<file path="config.mk">
export PLATFORM = sky130hd
export DESIGN_NAME = uart_rx
export DESIGN_NICKNAME = d
export VERILOG_FILES = /design/src/rtl/uart_rx.sv
export SDC_FILE = /design/constraint.sdc
export NUM_CORES = 1
export LEC_CHECK = 0
export CAP_MARGIN = 20
export CORE_MARGIN = 5
export CORE_UTILIZATION = 43
export CTS_CLUSTER_DIAMETER = 100
export CTS_CLUSTER_SIZE = 28
export DETAILED_ROUTE_END_ITERATION = 16
export SYNTH_ARGS = -nofsm -noshare
export SYNTH_HDL_FRONTEND = slang
export SYNTH_SLANG_ARGS = --single-unit
</file>
<file path="constraint.sdc">
create_clock -name CLK -period 1.7 [get_ports CLK]
set_clock_uncertainty 0.2 [all_clocks]
set_input_delay 0.17 -clock CLK [delete_from_list [all_inputs] [get_ports CLK]]
set_output_delay 0.17 -clock CLK [all_outputs]
set_load 0.01 [all_outputs]
</file>
<file path="src/rtl/uart_rx.sv">
// -----------------------------------------------------------------------------
// uart_rx -- serial receive stage of the UART.
//
// Turns the asynchronous RX_DSER pin into parallel words for the AXI4-Lite
// wrapper. Framing: one start bit, DATA_BITS data bits LSB first, optional
// even-parity bit, one stop bit. Each bit is sampled at its middle using a
// clock-cycle counter. Frames with a bad stop bit (or bad parity) are flagged
// and never delivered as data.
//
// Optional feature: define UART_RX_PARITY_EN to expect an even-parity bit
// between the last data bit and the stop bit. Without it RX_PERR stays 0.
//
// Parameters:
//   CLOCK_FREQUENCY  CLK frequency in Hz
//   BAUD_RATE        line rate in bit/s (CLOCK_FREQUENCY/BAUD_RATE >= 4)
//   DATA_BITS        data bits per frame, 5..9
//
// Ports:
//   CLK      in   system clock, single domain
//   NRST     in   synchronous active-low reset
//   RX_DSER  in   asynchronous serial input, idle high
//   RX_DO    out  last correctly framed word, stable between RX_DRDY pulses
//   RX_DRDY  out  one-cycle pulse: RX_DO updated this cycle
//   RX_FERR  out  one-cycle pulse: stop bit sampled low, frame dropped
//   RX_PERR  out  one-cycle pulse: parity mismatch, frame dropped
// -----------------------------------------------------------------------------
module uart_rx #(
  parameter int CLOCK_FREQUENCY = 100_000_000,
  parameter int BAUD_RATE       = 115_200,
  parameter int DATA_BITS       = 8
) (
  input  logic                 CLK,
  input  logic                 NRST,
  input  logic                 RX_DSER,
  output logic [DATA_BITS-1:0] RX_DO,
  output logic                 RX_DRDY,
  output logic                 RX_FERR,
  output logic                 RX_PERR
);

  localparam int CLKS_PER_BIT = CLOCK_FREQUENCY / BAUD_RATE;
  localparam int HALF         = CLKS_PER_BIT / 2;
  localparam int CNT_W        = $clog2(CLKS_PER_BIT);
  localparam int IDX_W        = $clog2(DATA_BITS);

  if (CLKS_PER_BIT < 4) begin : g_bad_ratio
    $error("uart_rx: CLOCK_FREQUENCY/BAUD_RATE must be at least 4");
  end
  if (DATA_BITS < 5 || DATA_BITS > 9) begin : g_bad_width
    $error("uart_rx: DATA_BITS must be in 5..9");
  end

  typedef enum logic [2:0] {
    S_IDLE,
    S_START,
    S_DATA,
`ifdef UART_RX_PARITY_EN
    S_PARITY,
`endif
    S_STOP,
    S_BREAK
  } state_t;

  state_t               state, state_nxt;
  logic                 rx_meta, rx_s;
  logic [CNT_W-1:0]     cnt;
  logic [IDX_W-1:0]     bit_idx;
  logic [DATA_BITS-1:0] shift_q;
  logic                 parity_err;
  logic                 tick;
  logic                 drdy_nxt, ferr_nxt, perr_nxt;

  // Two-flop synchronizer; idles high so reset never looks like a start bit.
  always_ff @(posedge CLK) begin
    if (!NRST) begin
      rx_meta <= 1'b1;
      rx_s    <= 1'b1;
    end else begin
      // NOTE: clocked state uses non-blocking assignments so every flop
      // samples the pre-edge value of its neighbours, whatever the order.
      rx_meta <= RX_DSER;
      rx_s    <= rx_meta;
    end
  end

  // START waits half a bit to land mid start bit; later bits are a full
  // bit apart, which keeps every sample centred.
  assign tick = (state == S_START) ? (cnt == CNT_W'(HALF - 1))
                                   : (cnt == CNT_W'(CLKS_PER_BIT - 1));

  // State register.
  always_ff @(posedge CLK) begin
    if (!NRST) state <= S_IDLE;
    else       state <= state_nxt;
  end

  // Next-state logic.
  always_comb begin
    // NOTE: default first, so no path through the case leaves state_nxt
    // unassigned and a latch cannot be inferred.
    state_nxt = state;
    unique case (state)
      S_IDLE:  if (!rx_s) state_nxt = S_START;
      S_START: if (tick)  state_nxt = rx_s ? S_IDLE : S_DATA;
      S_DATA:
        if (tick && bit_idx == IDX_W'(DATA_BITS - 1)) begin
`ifdef UART_RX_PARITY_EN
          state_nxt = S_PARITY;
`else
          state_nxt = S_STOP;
`endif
        end
`ifdef UART_RX_PARITY_EN
      S_PARITY: if (tick) state_nxt = S_STOP;
`endif
      // Entering IDLE on the stop sample lets a back-to-back start edge be
      // seen with no dead cycle.
      S_STOP:  if (tick) state_nxt = rx_s ? S_IDLE : S_BREAK;
      // A line held low after a framing error must not start a new frame.
      S_BREAK: if (rx_s)  state_nxt = S_IDLE;
      default: state_nxt = S_IDLE;
    endcase
  end

  // Output decode: status pulses are decided on the stop-bit sample and
  // registered, so they are one cycle wide and mutually exclusive.
  always_comb begin
    drdy_nxt = 1'b0;
    ferr_nxt = 1'b0;
    perr_nxt = 1'b0;
    if (state == S_STOP && tick) begin
      if (!rx_s)          ferr_nxt = 1'b1;  // stop error wins over parity
      else if (parity_err) perr_nxt = 1'b1;
      else                 drdy_nxt = 1'b1;
    end
  end

  // Bit timing, shift register and registered outputs.
  always_ff @(posedge CLK) begin
    if (!NRST) begin
      cnt     <= '0;
      bit_idx <= '0;
      shift_q <= '0;
      RX_DO   <= '0;
      RX_DRDY <= 1'b0;
      RX_FERR <= 1'b0;
      RX_PERR <= 1'b0;
    end else begin
      if (state == S_IDLE || state == S_BREAK || tick) cnt <= '0;
      else                                             cnt <= cnt + CNT_W'(1);

      if (state != S_DATA)  bit_idx <= '0;
      else if (tick)        bit_idx <= bit_idx + IDX_W'(1);

      if (state == S_DATA && tick) shift_q <= {rx_s, shift_q[DATA_BITS-1:1]};

      if (drdy_nxt) RX_DO <= shift_q;
      RX_DRDY <= drdy_nxt;
      RX_FERR <= ferr_nxt;
      RX_PERR <= perr_nxt;
    end
  end

`ifdef UART_RX_PARITY_EN
  // Even parity: XOR of the data bits and the parity bit must be 0.
  always_ff @(posedge CLK) begin
    if (!NRST)                         parity_err <= 1'b0;
    else if (state == S_PARITY && tick) parity_err <= ^{shift_q, rx_s};
    else if (state == S_IDLE)          parity_err <= 1'b0;
  end
`else
  assign parity_err = 1'b0;
`endif

endmodule
</file>
==> flow_results.org, run 1 <==
** Outcome
- Status :: finished with violations
- Violated checks :: setup timing

** Detailed routing
- After detailed routing, the average wire length per cell comes to 12.4 um.
- Highest Signal Layer :: met4
- Met1 wire length :: 1.24 mm
- In the detailed route, the total length drawn on met3 is 108 um.
- The final route contains 1170 vias.
- Starting DRT DRC Count :: 38
- Vias per Instance :: 5.02
- The first TritonRoute pass finished after 4 iterations.
- After detailed routing, the number of remaining DRC violations is 0.
- Met2 Wirelength :: 1.50 mm
- The routed design has 2.90 mm of wire.
- The detail route stage leaves a number of antenna-violating nets equal to 0.

** Critical path
- Setup crit start kind :: register
- Critical path endpoint category :: register
- Critical path's largest stage delay :: 0.39 ns
- Slowest cell on crit path :: sky130_fd_sc_hd__dfxtp_1
- R2r endpoint :: state[0]
- Stages on worst setup path :: 5
- For the worst flop-to-flop path, the logic depth is 5.
- CP bufs+invs :: 1
- Critical path type :: reg2reg
- Setup slack of the worst register-to-register path :: -0.06 ns
- The signal on the critical path passes through and4b_1 -> nor4b_4 -> buf_4 -> a311oi_2 -> a2111oi_2.
- Broken down by cell family, the worst path's largest delay share belongs to simple AND/OR/NAND/NOR gates.
- Startpoint of the lowest-slack register-to-register path :: cnt[9]
- Data on the critical path is required at its endpoint by 1.73 ns.
- Arrival @ worst endpoint :: 1.79 ns
- Top fanout value on the critical path :: 3

** Layout
- Most frequent cells in the layout :: sky130_fd_sc_hd__dfxtp_1, sky130_fd_sc_hd__nand2_1, sky130_fd_sc_hd__mux2i_1
- Fill cells :: 311
- Once layout is complete, the utilization of the core stands at 0.572.
- In the final layout, the multi-input gates occupy 776 um2.
- In the final layout, flip-flops and latches occupy 724 um2.
- The number of antenna diodes in the final layout is 0.
- Share of final-layout standard cells stronger than drive strength 1 :: 0.230
- The area growth from synthesis to layout is 26.0%.
- Nets :: 192
- Non-filler instance count after layout :: 233
- Leading cell type in the layout, fill and taps excluded :: sky130_fd_sc_hd__dfxtp_1

** STA
- Dividing the final minimum period by the clock period gives 1.04.
- Worst-case hold slack :: 0.195 ns
- The final-report hold violation count was 0.
- Time the final worst path needs with I/O delays and setup :: 1.76 ns
- Setup repair after global routing could not meet its margin everywhere.
- Final WS setup :: -0.0596 ns
- Derived from the worst setup path, the maximum achievable clock frequency is 568 MHz.
- Max-slew violation total from the final report :: 0
- Setup violations remaining at the end of the flow were counted as 19.

** Yosys
- Yosys top cell area share :: 0.469
- The fraction of the mapped netlist area in compound gates came to 0.0407.
- Asr flop ratio synth :: 0
- In this run the cell area of the synthesized design comes to 1540 um2.
- Average size of a mapped cell :: 9.92 um2
- Syn Inst Count :: 155
- Simple-gate share of the synthesized area :: 0.247
- Counting every net in the synthesized netlist gives 161.
- Post-synthesis mux area share :: 0.124
- Synth Area in Adders :: 0.0244
- The synthesized design contains 0 enable-type register cells.
- Leading register cell type out of synthesis :: sky130_fd_sc_hd__dfxtp_1
- Yosys mapped the design onto 34 distinct sky130hd cell types.
- Synth area leader :: sky130_fd_sc_hd__dfxtp_1
- The Yosys step of the flow raised 0 warnings.
- Post-synthesis sequential area ratio :: 0.469
- Of the total synthesized cell area, the portion taken by XOR and XNOR cells is 0.0456.
- Ranking of synthesized cells by area :: sky130_fd_sc_hd__dfxtp_1, sky130_fd_sc_hd__mux2i_1, sky130_fd_sc_hd__nand2_1
- Main combinational cell family by area after synthesis :: simple AND/OR/NAND/NOR gates
- Synthesis inferred 36 register bits.

** Pwr
- Internal power comes to 0.00106 W.
- Switching portion of total power :: 0.216
- Total power :: 0.00135 W
- Power per unit of standard cell area :: 699 nW/um2
- Across the VDD grid, the largest voltage drop is 0.590 mV.
- Sw Pwr :: 0.000292 W
- Of the total power, registers draw 0.628.
- Power share of the clock group :: 0.342
- Of the total power, combinational logic draws 0.030.
- P_leak :: 0.658 nW

** Die
- Die X-Extent :: 69.8 um
- Rows :: 21
- Area of the placeable core :: 3390 um2
- Die extent in y :: 69.8 um
- Die area :: 4870 um2
- Initial core utilization :: 0.454
- For this design the top-level I/O count stands at 14.

** Clock network
- CTS tree :: yes
- TritonCTS created 5 clock buffers.
- The clock drives 36 sinks.
- Total number of H-tree levels :: 2
- Later-pin clock latency in the skew report :: 0.33 ns
- Clock-pin slew was measured on the worst setup and hold paths at 0.10 ns.
- CTS root buffer :: sky130_fd_sc_hd__clkbuf_4
- Counting along the longest clock path gives a buffer depth of 2.

** Placement
- Routability congestion estimate :: 0.771
- Buffers placed on the I/O ports in this run total 12.
- Total half-perimeter wirelength after legalization and detailed placement :: 2.13 mm
- Placed cell count :: 224

** Hold path
- The path with the worst hold slack has its endpoint at rx_meta.
- Counting instances, the worst hold path has a depth of 2.
- In this run the worst hold path is classified as in2reg.
- Startpoint of the tightest hold check path :: RX_DSER

** Flow run
- Max-cap violation count :: 0

** GRT
- Initial antenna violation count :: 0
- Largest net degree at the start of global routing :: 15
- In the global route stage, overall resource usage came out at 0.129.
- The first global-routing pass estimated 5.09 mm of wire.
- GR Overflow Total :: 0
- Number of global-route vias before repair :: 1168
==> cells in the mapped netlist, drive strengths merged (2+ instances only) <==
library cell,count
xor2,2
dfxtp,36
mux2i,19
nand2,30
nand2b,4
nor4b,2
ha,3
nor3b,3
a21oi,3
nor2,5
buf,6
xnor2,6
nor4,2
clkbuf,2
nor3,13
inv,2
nand3,5
==> cell type report <==
type | count | area share
clock buffers | 6 | 0.0265
clock inverters | 2 | 0.00516
inverters | 2 | 0.00387
multi-input cells | 109 | 0.400
well taps | 46 | 0.0297
flip-flops and latches | 36 | 0.374
repair buffers | 32 | 0.161
==> through the flow <==
step                worst slack [ns]  TNS [ns]  instance area (um2)
floorplan                     0.0520         0                 1540
global placement              -0.103     -1.07                 1820
detailed placement            -0.116     -1.85                 1820
CTS                          -0.0749     -1.19                 1910
global route                  -0.177     -3.12                 1940
finish                       -0.0596    -0.462                 1940
==> per-layer routing <==
layer / vias to the layer above / GRT usage
met3: 5 / 0.0507
li1: 593 / -
met2: 13 / 0.220
met4: 0 / 0.0447
met5: - / 0
met1: 559 / 0.146
==> cells by family after synthesis <==
family,Yosys count
fa+ha+maj,3
xor+xnor,8
compound gates,7
simple gates,71
buf+inv,10
flops,36
mux,19
other cells,1
==> worst max-delay path by stage <==
| stage | from | end |
|---|---|---|
| floorplan | cnt[6] | shift_q[0] |
| global placement | cnt[1] | cnt[8] |
| detailed placement | cnt[1] | cnt[2] |
| CTS | cnt[1] | cnt[6] |
| global route | cnt[1] | state[0] |
| finish | cnt[9] | state[0] |
==> repair_timing <==
action                                  in CTS  in global routing
setup buffers                                1                  0
endpoints found under the setup margin      30                 32
hold buffers                                 0                  0
resized for setup                            3                  7
pin swaps                                    1                  1
==> power groups by stage <==
stage / combinational (W) / clock, W / sequential [W]
floorplan: 0.0000243 / 0 / 0.000869
global placement: 0.0000381 / 0 / 0.000870
detailed placement: 0.0000388 / 0 / 0.000870
CTS: 0.0000390 / 0.000490 / 0.000850
global route: 0.0000448 / 0.000530 / 0.000851
finish: 0.0000401 / 0.000463 / 0.000850
==> state kept, by name, indices dropped and copies added (netlist names) <==
name,flops
shift_q,8
RX_DO,8
RX_DRDY,1
cnt,10
bit_idx,3
state,3
rx_s,1
RX_FERR,1
rx_meta,1
Note: power is estimated with default switching activity, not from simulation.
==> run 2, diff against run 1 <==
SKIP_CTS_REPAIR_TIMING = 1   (was not set)
==> flow_results.org, run 2 (synthesized netlist as in run 1, its figures left out) <==
** Critical path
- In this run the critical register-to-register path is launched from cnt[7].
- Endpoint required time on the critical path :: 1.77 ns
- Critical path type :: reg2reg
- Setup slack of the worst register-to-register path :: -0.06 ns
- Logic depth of the worst register-to-register path :: 5
- R2r endpoint :: RX_DO[5]
- Top fanout value on the critical path :: 8
- The worst setup path is captured at a register.
- For the worst setup path, the data arrival time is 1.82 ns.
- STA classifies the critical path startpoint as a register.

** Clock network
- In this run the clock root is driven by a sky130_fd_sc_hd__clkbuf_4.
- Clock-pin slew was measured on the worst setup and hold paths at 0.10 ns.
- Later-pin clock latency in the skew report :: 0.33 ns
- TritonCTS built the clock tree.
- Clock tree synthesis inserted a total of 5 buffers.
- Counting along the longest clock path gives a buffer depth of 2.
- Clock Sinks :: 36
- CTS built an H-tree with a depth of 2.

** GRT
- Entering global routing, the biggest net connects 15 pins.
- Number of global-route vias before repair :: 1147
- The initial antenna violation count is 0.
- The first global-routing pass estimated 4.97 mm of wire.
- GR Overflow Total :: 0
- Global routing usage summed across all routing layers :: 0.126

** Pwr
- Dividing total power by cell area gives a power density of 709 nW/um2.
- Summed over all cells, the static leakage comes to 0.650 nW.
- Largest voltage drop on the vdd net :: 0.600 mV

** Die
- Area of the placeable core :: 3390 um2
- In this run the vertical extent of the chip is 69.8 um.
- The floorplan step set the die width to 69.8 um.
- The floorplan step defined a die boundary enclosing 4870 um2.
- Boundary pin count :: 14
- Row generation in the floorplan step produced 21 rows.
- For this configuration, the core starts out at a cell density of 0.454.

** Layout
- In the final layout, the registers with the most flip-flops are cnt x10, RX_DO x8, shift_q x8.
- After filler insertion, the fill cell instance count of the layout stands at 317.
- Register Area :: 724 um2
- Share of final-layout standard cells stronger than drive strength 1 :: 0.220
- Non-filler instance count after layout :: 232
- Antenna diode count :: 0
- Largest reg by FF count :: cnt
- Layout overhead on the synthesized area :: 24.6%
- Final core utilization :: 0.565
- Nets :: 191
- Summing all multi-input logic gate instances after layout gives 773 um2.
- Number of flip-flops in the largest register :: 10
- The library cells used most frequently in the layout, excluding fill and tap cells, are sky130_fd_sc_hd__dfxtp_1, sky130_fd_sc_hd__nand2_1, sky130_fd_sc_hd__mux2i_1.
- Leaving out fill and tap cells, the most frequent cell in the layout is sky130_fd_sc_hd__dfxtp_1.

** Placement
- Prior to clock tree synthesis, the placed netlist has a worst setup slack of -0.116 ns.
- In this run the tool buffered the top-level ports with 12 buffer cells.
- In this run, placement finished with an instance count of 224.
- Routability-driven placement finished with a final weighted congestion of 0.771.
- Detailed placement finished with a half-perimeter wire length of 2.13 mm.

** Detailed routing
- Detailed-route via count :: 1146
- The first TritonRoute pass finished after 4 iterations.
- After detailed routing, the average wire length per cell comes to 12.5 um.
- After detailed routing, the number of remaining DRC violations is 0.
- The detailed router finished its first iteration with 31 violations.
- In this run the remaining antenna-violating nets after routing total 0.
- For this block, the routed nets add up to 2.89 mm of wire.
- Vias per Instance :: 4.94

** Outcome
- The final reports fail on setup timing.
- Status :: finished with violations

** Hold path
- The path with the worst hold slack has its endpoint at rx_meta.
- Worst min-delay path class :: in2reg
- The worst hold path was traced through 2 stages.
- The worst hold path begins at RX_DSER.

** STA
- Count of final setup violators :: 28
- Max-slew violation total from the final report :: 0
- Based on the critical path, the design can be clocked at up to 569 MHz.
- The final-report hold violation count is 0.
- Worst-case hold slack :: 0.196 ns
- Final WS setup :: -0.0579 ns
- For the finished layout, the period the worst path requires is 1.76 ns.
- Setup repair after global routing could not meet its margin everywhere.
- Dividing the final minimum period by the clock period gives 1.03.

** Flow run
- Max-cap violation count :: 0
-- run 2: cell type report --
cell class              count  share of cell area
multi-input cells         109               0.404
well taps                  46              0.0300
repair buffers             31               0.152
clock inverters             2             0.00523
inverters                   2             0.00392
clock buffers               6              0.0268
flip-flops and latches     36               0.378
-- run 2: metal layers --
metal  global-route usage  part of all wire  vias up
met5                    0                 0        -
li1                     -                 -      588
met3               0.0507             0.036        5
met1                0.145              0.44      540
met2                0.208              0.51       13
met4               0.0447             0.015        0
-- run 2: how the worst max path moves through the flow --
stage	from	endpoint	slack (ns)	cells after the start
global placement	cnt[1]	cnt[8]	-0.10	5
floorplan	cnt[6]	shift_q[0]	0.05	5
CTS	cnt[1]	cnt[6]	-0.14	5
finish	cnt[7]	RX_DO[5]	-0.06	5
global route	cnt[1]	state[0]	-0.16	5
detailed placement	cnt[1]	cnt[2]	-0.12	5
-- run 2: power by group --
| group | internal (W) | switching, W | leakage [nW] |
|---|---|---|---|
| Sequential | 0.000847 | 0.00000329 | 0.292 |
| Clock | 0.000197 | 0.000271 | 0.0380 |
| Combinational | 0.0000180 | 0.0000220 | 0.320 |
| Total | 0.00106 | 0.000296 | 0.650 |
-- run 2: stage by stage --
| stage | instance area (um2) | power [W] | TNS (ns) |
|---|---|---|---|
| finish | 1920 | 0.00136 | -0.826 |
| global route | 1920 | 0.00143 | -3.64 |
| global placement | 1820 | 0.000908 | -1.07 |
| floorplan | 1540 | 0.000893 | 0 |
| CTS | 1880 | 0.00138 | -2.49 |
| detailed placement | 1820 | 0.000908 | -1.85 |
-- run 2: worst max-delay path, stage by stage, from the launching register on --
cell	delay (ns)
sky130_fd_sc_hd__dfxtp_1	0.35
sky130_fd_sc_hd__and4b_1	0.29
sky130_fd_sc_hd__nor4b_4	0.23
sky130_fd_sc_hd__and4_1	0.29
sky130_fd_sc_hd__buf_12	0.15
sky130_fd_sc_hd__mux2i_1	0.18
